==> src/rtl/dcache_port_arbiter.sv <==
// Shares the single dcache load/store port between the two EXM pipes, granting slot 0 first,
// and routes each read response back to its issuing pipe through an in-order owner FIFO.
module dcache_port_arbiter #(
  parameter int ADDR_W    = 32,
  parameter int DATA_W    = 32,
  parameter int MAX_OUTST = 4
) (
  input  logic                           clock,
  input  logic                           reset,
  input  logic                           flush,

  input  logic                           req0_valid,
  output logic                           req0_ready,
  input  logic                           req0_op,
  input  logic [ADDR_W-1:0]              req0_addr,
  input  logic                           req0_uncached,
  input  logic [3:0]                     req0_awstrb,
  input  logic [DATA_W-1:0]              req0_wdata,
  output logic                           req0_rvalid,
  output logic [DATA_W-1:0]              req0_rdata,

  input  logic                           req1_valid,
  output logic                           req1_ready,
  input  logic                           req1_op,
  input  logic [ADDR_W-1:0]              req1_addr,
  input  logic                           req1_uncached,
  input  logic [3:0]                     req1_awstrb,
  input  logic [DATA_W-1:0]              req1_wdata,
  output logic                           req1_rvalid,
  output logic [DATA_W-1:0]              req1_rdata,

  output logic                           dc_valid,
  input  logic                           dc_ready,
  output logic                           dc_op,
  output logic [ADDR_W-1:0]              dc_addr,
  output logic                           dc_uncached,
  output logic [3:0]                     dc_awstrb,
  output logic [DATA_W-1:0]              dc_wdata,
  input  logic                           dc_rvalid,
  input  logic [DATA_W-1:0]              dc_rdata,

  output logic [$clog2(MAX_OUTST):0]     outst_cnt,
  output logic                           err_orphan
);

  localparam int PW = (MAX_OUTST > 1) ? $clog2(MAX_OUTST) : 1;
  localparam int CW = $clog2(MAX_OUTST) + 1;

  logic [MAX_OUTST-1:0] owner_q, owner_d;
  logic [MAX_OUTST-1:0] squash_q, squash_d;
  logic [PW-1:0]        head_q, head_d;
  logic [PW-1:0]        tail_q, tail_d;
  logic [CW-1:0]        cnt_q, cnt_d;
  logic                 orphan_q, orphan_d;

  logic sel, anyValid, selOp, fifoFull, fifoEmpty, block;
  logic accept, push, pop, headLive;

  assign anyValid  = req0_valid | req1_valid;
  assign sel       = ~req0_valid;
  assign selOp     = sel ? req1_op : req0_op;
  assign fifoFull  = (cnt_q == CW'(MAX_OUTST));
  assign fifoEmpty = (cnt_q == '0);
  // Only reads need a FIFO slot, so a full FIFO never stalls a write.
  assign block     = flush | (~selOp & fifoFull);

  assign dc_valid   = anyValid & ~block & ~reset;
  assign req0_ready = ~sel & req0_valid & dc_ready & ~block & ~reset;
  assign req1_ready =  sel & req1_valid & dc_ready & ~block & ~reset;

  assign accept = dc_valid & dc_ready;
  assign push   = accept & ~selOp;
  assign pop    = dc_rvalid & ~fifoEmpty;

  always_comb begin
    dc_op       = 1'b0;
    dc_addr     = '0;
    dc_uncached = 1'b0;
    dc_awstrb   = '0;
    dc_wdata    = '0;
    if (anyValid && !reset) begin
      dc_op       = selOp;
      dc_addr     = sel ? req1_addr     : req0_addr;
      dc_uncached = sel ? req1_uncached : req0_uncached;
      dc_awstrb   = sel ? req1_awstrb   : req0_awstrb;
      dc_wdata    = sel ? req1_wdata    : req0_wdata;
    end
  end

  // A flush in the pop cycle squashes the head too, so it is folded in here directly.
  assign headLive    = pop & ~squash_q[head_q] & ~flush & ~reset;
  assign req0_rvalid = headLive & ~owner_q[head_q];
  assign req1_rvalid = headLive &  owner_q[head_q];
  assign req0_rdata  = dc_rdata;
  assign req1_rdata  = dc_rdata;

  always_comb begin
    owner_d  = owner_q;
    squash_d = squash_q;
    head_d   = head_q;
    tail_d   = tail_q;
    cnt_d    = cnt_q;
    orphan_d = orphan_q | (dc_rvalid & fifoEmpty);
    if (flush) begin
      squash_d = '1;
    end
    if (push) begin
      owner_d[tail_q]  = sel;
      squash_d[tail_q] = 1'b0;
      tail_d           = tail_q + PW'(1);
    end
    if (pop) begin
      head_d = head_q + PW'(1);
    end
    case ({push, pop})
      2'b10:   cnt_d = cnt_q + CW'(1);
      2'b01:   cnt_d = cnt_q - CW'(1);
      default: cnt_d = cnt_q;
    endcase
  end

  always_ff @(posedge clock or posedge reset) begin
    if (reset) begin
      owner_q  <= '0;
      squash_q <= '0;
      head_q   <= '0;
      tail_q   <= '0;
      cnt_q    <= '0;
      orphan_q <= 1'b0;
    end else begin
      owner_q  <= owner_d;
      squash_q <= squash_d;
      head_q   <= head_d;
      tail_q   <= tail_d;
      cnt_q    <= cnt_d;
      orphan_q <= orphan_d;
    end
  end

  assign outst_cnt  = cnt_q;
  assign err_orphan = orphan_q;

endmodule

==> config.mk <==
export PLATFORM = sky130hd
export DESIGN_NAME = dcache_port_arbiter
export DESIGN_NICKNAME = d
export VERILOG_FILES = /design/src/rtl/dcache_port_arbiter.sv
export SDC_FILE = /design/constraint.sdc
export NUM_CORES = 1
export LEC_CHECK = 0
export BUFFER_PORTS_ARGS = -buffer_cell sky130_fd_sc_hd__buf_2
export CAP_MARGIN = 40
export CORE_AREA = 2 2 126 128
export DETAILED_ROUTE_END_ITERATION = 8
export DIE_AREA = 0 0 128 130
export PLACE_DENSITY = 0.49
export SYNTH_ARGS = -nofsm -noshare
export SYNTH_HDL_FRONTEND = slang
export SYNTH_SLANG_ARGS = --single-unit
==> constraint.sdc <==
create_clock -name clock -period 5.1 [get_ports clock]
set_clock_uncertainty 0.2 [all_clocks]
set_input_delay 0.255 -clock clock [delete_from_list [all_inputs] [get_ports clock]]
set_output_delay 0.255 -clock clock [all_outputs]
set_load 0.05 [all_outputs]
==> flow_metrics.tcl <==
set metrics [dict create \
    syn-mean-instance-area_um2 8.316 \
    grt_pass1_vias 2083 \
    startpoint_type "input port" \
    via_count 2415 \
    io_buffers 225 \
    max_stage_delay_ns 0.53 \
    ys_warn_count 0 \
    drcViolationCount 0 \
    totalWireLength_mm 8.942 \
    crit_chain "dlygate4sd3_1 > buf_2 > inv_1 > o21ai_4 > buf_4 > nor3_1 > buf_2" \
    slew_viol_final 0 \
    reg2reg_slack_ns 2.55 \
    cts_made_buffers 3 \
    required_ns 4.64 \
    maxCapViolCount 0 \
    grt_pass1_wl_mm 12.01 \
    syn_inst 291 \
    mostFrequentLayoutCells "buf_2, nor2_1, mux2i_1" \
    power_density_nw_per_um2 266.5 \
    htree_num_levels 1 \
    cpMostUsedCell "buf_2" \
    post_cts.repair.setup_buffers 0 \
    max_freq_mhz 329.8 \
    die_area_um2 16640 \
    power.leakage_uw 0.001954 \
    crit_path_max_fanout 36 \
    max-vdd-ir-drop_uv 292.6 \
    post-dp-hpwl_mm 7.779 \
    post_drt_wl_per_cell_um 14.08 \
    grt_max_degree 48 \
    diodes 0 \
    core_area_um2 15420 \
    clockBufferDepth 2 \
    ios 322 \
    first_iter_violations 53 \
    ys_seq_elements 16 \
    hp-class "in2reg" \
    grt.total_usage_pct 9.269 \
    tightest_slew_ns 0.7914 \
    cts_num_sinks 16 \
    antenna_found_initial 0 \
    grt-ovfl-total 0 \
    num_rows 46 \
    fin_nets 630 \
    ys_types 31 \
    tns_ns 0 \
    path_clk_slew_ns 0.05 \
    slowest_stage "dlygate4sd3_1" \
    vias_per_cell 3.803 \
    start_util_pct 15.69 \
    holdPathStages 2 \
    rsz0062_at_grt "false" \
    first_pass_iters 4 \
    setup_viol 0 \
    ctsResizeCount 0 \
    final_common_cell "buf_2" \
    tritoncts "yes" \
    status "finished, final reports clean" \
    post-route-min-period_ns 3.032 \
    ctsHoldBuffers 1 \
    endpoint_kind "output pin" \
    drive_gt1_share_pct 54.85 \
    final_core_util_pct 21.82 \
    fp.dieW_um 128 \
    fin_crit_sh_pct 59.45 \
    antenna_left 0 \
    path_class "in2out" \
    cts_root_buf "clkbuf_16" \
    netlist_area_um2 2420 \
    cp_data_arrival_time_ns 2.58 \
    hold_viol 0 \
    max_slew_margin_pct 47.24 \
    syn_nets 476 \
    worst_skew_pair.late_latency_ns 0.24 \
    synth-seq-area-share_pct 16.55 \
    syn_to_final_growth_pct 39.09 \
    gp_congestion 0.7327 \
    r2r_cells 9 \
    die-height_um 130 \
]
area by class of cell:
class                      count  area (µm²)
timing repair buffer         229        1181
multi-input combinational    186        1435
inverter                       9       33.78
sequential                    16       400.4
fill                        1727       12060
clock buffer                   3       75.07
tap                          192       240.2
synthesized netlist by cell type (all sizes together):
cell	instances	area [µm²]
ha	5	62.56
xnor2	4	35.03
fa	1	20.02
buf	76	546.8
mux4	2	45.04
or3b	1	8.760
clkbuf	4	15.01
nand2	1	3.750
mux2	6	71.31
a21o	1	7.510
nor2b	3	18.77
inv	9	33.78
nor2	71	266.5
o211a	1	17.52
nor4bb	1	10.01
o21ai	1	5.000
o2111ai	4	35.03
mux2i	70	700.7
o31ai	1	7.510
xor2	2	17.52
dfrtp	16	400.4
nor4	1	6.260
nor3b	3	38.79
nor3	2	10.01
and2	1	6.260
o21a	4	30.03
final timing paths:
check                                         start                       end
min in group asynchronous                     reset      err_orphan$_DFF_PP0_
max in group asynchronous                     reset    owner_q[0]$_DFFE_PP0P_
min reg2reg                    err_orphan$_DFF_PP0_      err_orphan$_DFF_PP0_
max reg2reg                outst_cnt[0]$_DFFE_PP0P_  outst_cnt[2]$_DFFE_PP0P_
max                                           reset                  dc_valid
min                                       dc_rvalid      err_orphan$_DFF_PP0_
logic make-up after synthesis:
| group | count (synthesis) | synth area share [%] |
|---|---|---|
| AO/OA/AOI/OAI | 12 | 4.240 |
| XOR/XNOR | 6 | 2.172 |
| adder cells (fa/ha/maj) | 6 | 3.413 |
| buffers and inverters | 89 | 24.61 |
| flip-flops | 16 | 16.55 |
| multiplexers | 78 | 33.76 |
| AND/OR/NAND/NOR | 84 | 15.25 |
routing by layer:
metal	wire [µm]	share of wire [%]	vias to the layer above	global-route usage [%]
li1	-	-	1212	-
met1	3359	38	1045	10.53
met2	4743	53	152	17.87
met3	784	8.8	6	2.337
met4	55	0.62	0	1.293
met5	0	0	-	0
critical path: cells and delay by family:
family                 cells  cell delay [ns]
AOI/OAI and AO/OA          1             0.29
buffers and inverters      5             1.80
and+or+nand+nor            1             0.22
flip-flops by register name (all words and copies together), names as in the netlist:
signal / flops
owner_q: 4
squash_q: 4
outst_cnt: 3
head_q: 2
tail_q: 2
err_orphan: 1
where the power goes:
group | internal (µW) | total (µW) | switching, µW
clock | 103 | 146 | 43.7
sequential | 177 | 227 | 50.1
combinational | 192 | 524 | 332
metrics by stage:
stage	instance area, µm²	cells	hold slack (ns)	power (µW)	worst slack (ns)
after floorplan	2420	291	-0.02445	744.3	2.063
after global placement	3253	630	0.2251	756.2	2.320
after detailed placement	3281	631	0.2321	760.2	2.271
after CTS	3366	635	0.02923	909.8	1.966
after global routing	3366	635	0.05183	958.5	1.809
final	3366	635	0.03079	897.0	2.068
No activity file was read; power rests on OpenSTA's default activity.
